### config.mk
export PLATFORM = sky130hd
export DESIGN_NAME = mem_bus_arbiter
export DESIGN_NICKNAME = d
export VERILOG_FILES = /design/src/rtl/mem_bus_arbiter.sv
export SDC_FILE = /design/constraint.sdc
export NUM_CORES = 1
export LEC_CHECK = 0
export ABC_AREA = 1
export CORE_MARGIN = 1
export CORE_UTILIZATION = 39
export DETAILED_ROUTE_END_ITERATION = 8
export PLACE_DENSITY = 0.81
export SLEW_MARGIN = 20
export SYNTH_ARGS = -nofsm -noshare
export SYNTH_HDL_FRONTEND = slang
export SYNTH_SLANG_ARGS = --single-unit
export TNS_END_PERCENT = 5
### constraint.sdc
create_clock -name clock -period 3.75 [get_ports clock]
set_clock_uncertainty 0.1 [all_clocks]
set_input_delay 0.375 -clock clock [delete_from_list [all_inputs] [get_ports clock]]
set_output_delay 0.375 -clock clock [all_outputs]
set_load 0.1 [all_outputs]
### src/rtl/mem_bus_arbiter.sv
// Two-requester round-robin arbiter sharing one memory port between the CPU
// path (requester 0) and the loader/debug port (requester 1), with access timeout.
module mem_bus_arbiter #(
  parameter int unsigned TIMEOUT = 16,
  parameter int unsigned CNT_W   = 5
) (
  input  logic        clock,
  input  logic        reset,
  input  logic        req0,
  input  logic        req1,
  input  logic        we0,
  input  logic        we1,
  input  logic [31:0] addr0,
  input  logic [31:0] addr1,
  input  logic [31:0] wdata0,
  input  logic [31:0] wdata1,
  output logic        gnt0,
  output logic        gnt1,
  output logic        done0,
  output logic        done1,
  output logic        err,
  output logic [31:0] rdata,
  output logic        mem_req,
  output logic        mem_we,
  output logic [31:0] mem_addr,
  output logic [31:0] mem_wdata,
  input  logic [31:0] mem_rdata,
  input  logic        mem_ready
);

  localparam logic [CNT_W-1:0] CNT_LAST = CNT_W'(TIMEOUT - 1);
  localparam logic [CNT_W-1:0] CNT_MAX  = '1;

  typedef enum logic [1:0] {
    IDLE = 2'd0,
    BUSY = 2'd1,
    RESP = 2'd2
  } state_t;

  state_t            state, state_nxt;
  logic              last, last_nxt;
  logic              sel, sel_nxt;
  logic [CNT_W-1:0]  cnt, cnt_nxt;
  logic              gnt0_nxt, gnt1_nxt, done0_nxt, done1_nxt, err_nxt;
  logic              mem_req_nxt, mem_we_nxt;
  logic [31:0]       rdata_nxt, mem_addr_nxt, mem_wdata_nxt;

  logic any_req_c;
  logic win_c;
  logic timeout_hit_c;

  // On a tie the requester that was not served last wins; otherwise the lone requester
  assign any_req_c     = req0 | req1;
  assign win_c         = (req0 & req1) ? ~last : req1;
  assign timeout_hit_c = (TIMEOUT != 0) && (cnt == CNT_LAST);

  always_ff @(posedge clock or posedge reset) begin
    if (reset) state <= IDLE;
    else       state <= state_nxt;
  end

  always_comb begin
    state_nxt = state;
    case (state)
      IDLE:    if (any_req_c) state_nxt = BUSY;
      BUSY:    if (mem_ready || timeout_hit_c) state_nxt = RESP;
      RESP:    state_nxt = IDLE;
      default: state_nxt = IDLE;
    endcase
  end

  always_comb begin
    last_nxt      = last;
    sel_nxt       = sel;
    cnt_nxt       = cnt;
    gnt0_nxt      = gnt0;
    gnt1_nxt      = gnt1;
    done0_nxt     = done0;
    done1_nxt     = done1;
    err_nxt       = err;
    rdata_nxt     = rdata;
    mem_req_nxt   = mem_req;
    mem_we_nxt    = mem_we;
    mem_addr_nxt  = mem_addr;
    mem_wdata_nxt = mem_wdata;
    case (state)
      IDLE: begin
        if (any_req_c) begin
          sel_nxt       = win_c;
          cnt_nxt       = '0;
          gnt0_nxt      = ~win_c;
          gnt1_nxt      = win_c;
          mem_req_nxt   = 1'b1;
          mem_we_nxt    = win_c ? we1 : we0;
          mem_addr_nxt  = win_c ? addr1 : addr0;
          mem_wdata_nxt = win_c ? wdata1 : wdata0;
        end
      end
      BUSY: begin
        if (mem_ready) begin
          if (!mem_we) rdata_nxt = mem_rdata;
          err_nxt     = 1'b0;
          mem_req_nxt = 1'b0;
          done0_nxt   = ~sel;
          done1_nxt   = sel;
        end else if (timeout_hit_c) begin
          rdata_nxt   = '0;
          err_nxt     = 1'b1;
          mem_req_nxt = 1'b0;
          done0_nxt   = ~sel;
          done1_nxt   = sel;
        end else if (cnt != CNT_MAX) begin
          cnt_nxt = cnt + CNT_W'(1);
        end
      end
      RESP: begin
        // No arbitration here, so a request still high during done is not re-granted
        done0_nxt = 1'b0;
        done1_nxt = 1'b0;
        gnt0_nxt  = 1'b0;
        gnt1_nxt  = 1'b0;
        last_nxt  = sel;
      end
      default: ;
    endcase
  end

  always_ff @(posedge clock or posedge reset) begin
    if (reset) begin
      last      <= 1'b1;
      sel       <= 1'b0;
      cnt       <= '0;
      gnt0      <= 1'b0;
      gnt1      <= 1'b0;
      done0     <= 1'b0;
      done1     <= 1'b0;
      err       <= 1'b0;
      rdata     <= '0;
      mem_req   <= 1'b0;
      mem_we    <= 1'b0;
      mem_addr  <= '0;
      mem_wdata <= '0;
    end else begin
      last      <= last_nxt;
      sel       <= sel_nxt;
      cnt       <= cnt_nxt;
      gnt0      <= gnt0_nxt;
      gnt1      <= gnt1_nxt;
      done0     <= done0_nxt;
      done1     <= done1_nxt;
      err       <= err_nxt;
      rdata     <= rdata_nxt;
      mem_req   <= mem_req_nxt;
      mem_we    <= mem_we_nxt;
      mem_addr  <= mem_addr_nxt;
      mem_wdata <= mem_wdata_nxt;
    end
  end

endmodule
==> flow_metrics.py <==
metrics = {
    "outcome": {
        "status": "finished, final reports clean",
    },
    "grt": {
        "antenna_found_initial": 0,
        "grt_remaining_overflow": 0,
        "grt_max_degree": 65,
        "grt_pass1_wl_um": 23800,
        "grtUsageTotal": 0.235,
        "grt_pass1_vias": 4999,
    },
    "worst_setup_path": {
        "crit_required_ns": 3.92,
        "worst-setup-path-type": "flop to flop",
        "cp_max_fo": 36,
        "critPathLaunchType": "flop",
        "cpPeakStageDelay_ns": 0.72,
        "crit_path_top_delay_cell": "nor2_4",
        "reg2reg_slack_ns": 1.33,
        "cp.arrival_ns": 2.59,
        "critPathCaptureType": "flop",
        "path_cells": "nor2_2 > o21ai_4 > nor2_4 > buf_4 > nand2_1 > nand3_1",
    },
    "clock_network": {
        "clk_pin_slew_ns": 0.07,
        "cts_max_path_buffers": 2,
        "clock_sinks": 112,
        "root_buffer": "clkbuf_16",
        "clk_latency_ns": 0.34,
        "cts_resized": 0,
        "postCtsSetupRepairBufs": 0,
        "ctsHtreeMaxLevel": 3,
        "cts_hold_buf": 0,
        "cts_tree": "done",
        "numCtsBuffers": 9,
    },
    "placed_design": {
        "io_buffers": 269,
        "place.gp.congestion": 0.904,
        "place_hpwl_um": 11000,
    },
    "hold_path": {
        "hold_class": "input port to async pin",
    },
    "route": {
        "totalWireLength_um": 15000,
        "routedWlPerCell_um": 15.0,
        "dr.pass1.iters": 4,
        "remaining_drc_errors": 0,
        "drt_iter0_markers": 243,
        "ant_nets": 0,
        "num_vias": 4897,
        "viasPerCell": 4.89,
    },
    "timing": {
        "finalSetupTns_ns": 0,
        "finalCritPeriodShare": 0.645,
        "rsz0062_at_grt": "no",
        "fin_crit_ns": 2.42,
        "timing.fmax_ghz": 0.413,
        "maxSlewViolCount": 0,
        "finalSetupViolCount": 0,
        "worst_slew_pin_slew_ns": 1.04,
        "max_slew_margin": 0.303,
        "hold_viol_final": 0,
    },
    "floorplan": {
        "pin_count": 270,
        "rows": 40,
        "die_w_um": 113,
        "die_h_um": 113,
        "core_area_um2": 12100,
        "die_area_um2": 12800,
        "initial_utilization": 0.401,
    },
    "layout": {
        "fin_nets": 999,
        "drive_above_1_share": 0.0408,
        "synthToLayoutAreaGrowth_pct": 65.2,
        "antenna_cells": 0,
    },
    "synth": {
        "synth_area_um2": 4830,
        "synth_area_per_cell_um2": 8.44,
        "synth_area_leaders": "dfrtp_1 (57%), nand2_1 (22%), nand3_1 (7.5%)",
        "ys_seq_elements": 112,
        "synth_nets": 744,
        "yosys_warnings": 0,
        "synth_top_cell_area_share": 0.575,
        "ys_types": 22,
        "ys_seq_area_frac": 0.580,
        "yosys.area.top_type": "dfrtp_1",
        "syn_inst": 573,
    },
    "run": {
        "maxCapViolCount": 0,
    },
}
routing by layer:
metal | global-route usage | routed length (um) | share of wire | vias to the layer above
met5 | 0 | 0 | 0 | -
met4 | 0.0965 | 378 | 0.025 | 0
met3 | 0.0605 | 1320 | 0.088 | 29
met2 | 0.415 | 7380 | 0.49 | 238
met1 | 0.271 | 5940 | 0.40 | 2296
li1 | - | - | - | 2334
final timing paths:
kind                          start            end  cells past startpoint
min reg2reg                 mem_req        mem_req                      2
min in group clock          mem_req        mem_req                      2
min                           reset       rdata[7]                      2
max in group asynchronous     reset           last                      3
max                        state[1]  mem_wdata[15]                      6
max reg2reg                state[1]  mem_wdata[15]                      6
cell type report:
type	instances	area [um^2]
clock buffers	12	267
clock inverters	4	98.8
fillers	984	4070
inverters	12	47.5
multi-input cells	418	1810
flip-flops and latches	112	2800
well taps	168	210
repair buffers	275	2750
cells in the final DEF, fill, tap and decap left out, drive strengths merged:
cell	netlist	final
a21oi	1	1
buf	19	6
bufinv	0	3
clkbuf	12	12
clkdlybuf4s50	0	269
clkinv	0	1
dfrtp	111	111
dfstp	1	1
ha	4	4
inv	12	12
nand2	287	287
nand3	73	73
nand4	1	1
nor2	6	6
o21ai	42	42
o31ai	1	1
or2	3	3
synthesized netlist by cell type, drive strengths merged:
library cell	n
ha	4
inv	12
clkbuf	12
o31ai	1
a21oi	1
or2	3
nand4	1
nand3	73
nand2	287
buf	19
dfstp	1
dfrtp	111
o21ai	42
nor2	6
sequential cells by signal (all words and copies together) (netlist names):
| register | flops |
|---|---|
| sel | 1 |
| gnt1 | 1 |
| gnt0 | 1 |
| state | 2 |
| mem_addr | 32 |
| mem_wdata | 32 |
| rdata | 32 |
| err | 1 |
| done1 | 1 |
| last | 1 |
| done0 | 1 |
| mem_we | 1 |
| cnt | 5 |
| mem_req | 1 |
logic make-up (layout without fill, tap and decap cells):
group           after synthesis  count (layout)  synth area share
simple gates                370             370             0.312
flops                       112             112             0.580
compound gates               44              44            0.0468
buf+inv                      43             303            0.0510
fa+ha+maj                     4               4            0.0104
stage by stage:
step	cell area [um^2]	hold slack (ns)	utilization	setup WS (ns)	cells
floorplan	4830	0.349	-	0.318	573
global placement	7620	0.358	0.631	1.03	985
detailed placement	7620	0.371	0.631	0.950	985
CTS	7980	0.390	0.662	0.955	1001
global route	7990	0.417	0.662	1.15	1001
finish	7990	0.387	0.662	1.33	1001
worst max-delay path, delay by kind of cell (launching register included):
| family | cells | cell delay, ns |
|---|---|---|
| AOI/OAI and AO/OA | 1 | 0.21 |
| buffers and inverters | 1 | 0.45 |
| DFF | 1 | 0.45 |
| and+or+nand+nor | 4 | 1.12 |
Power is left out: the tool's default activity adds up to more than one toggle a clock period on the data nets, which glitch-free logic cannot reach.
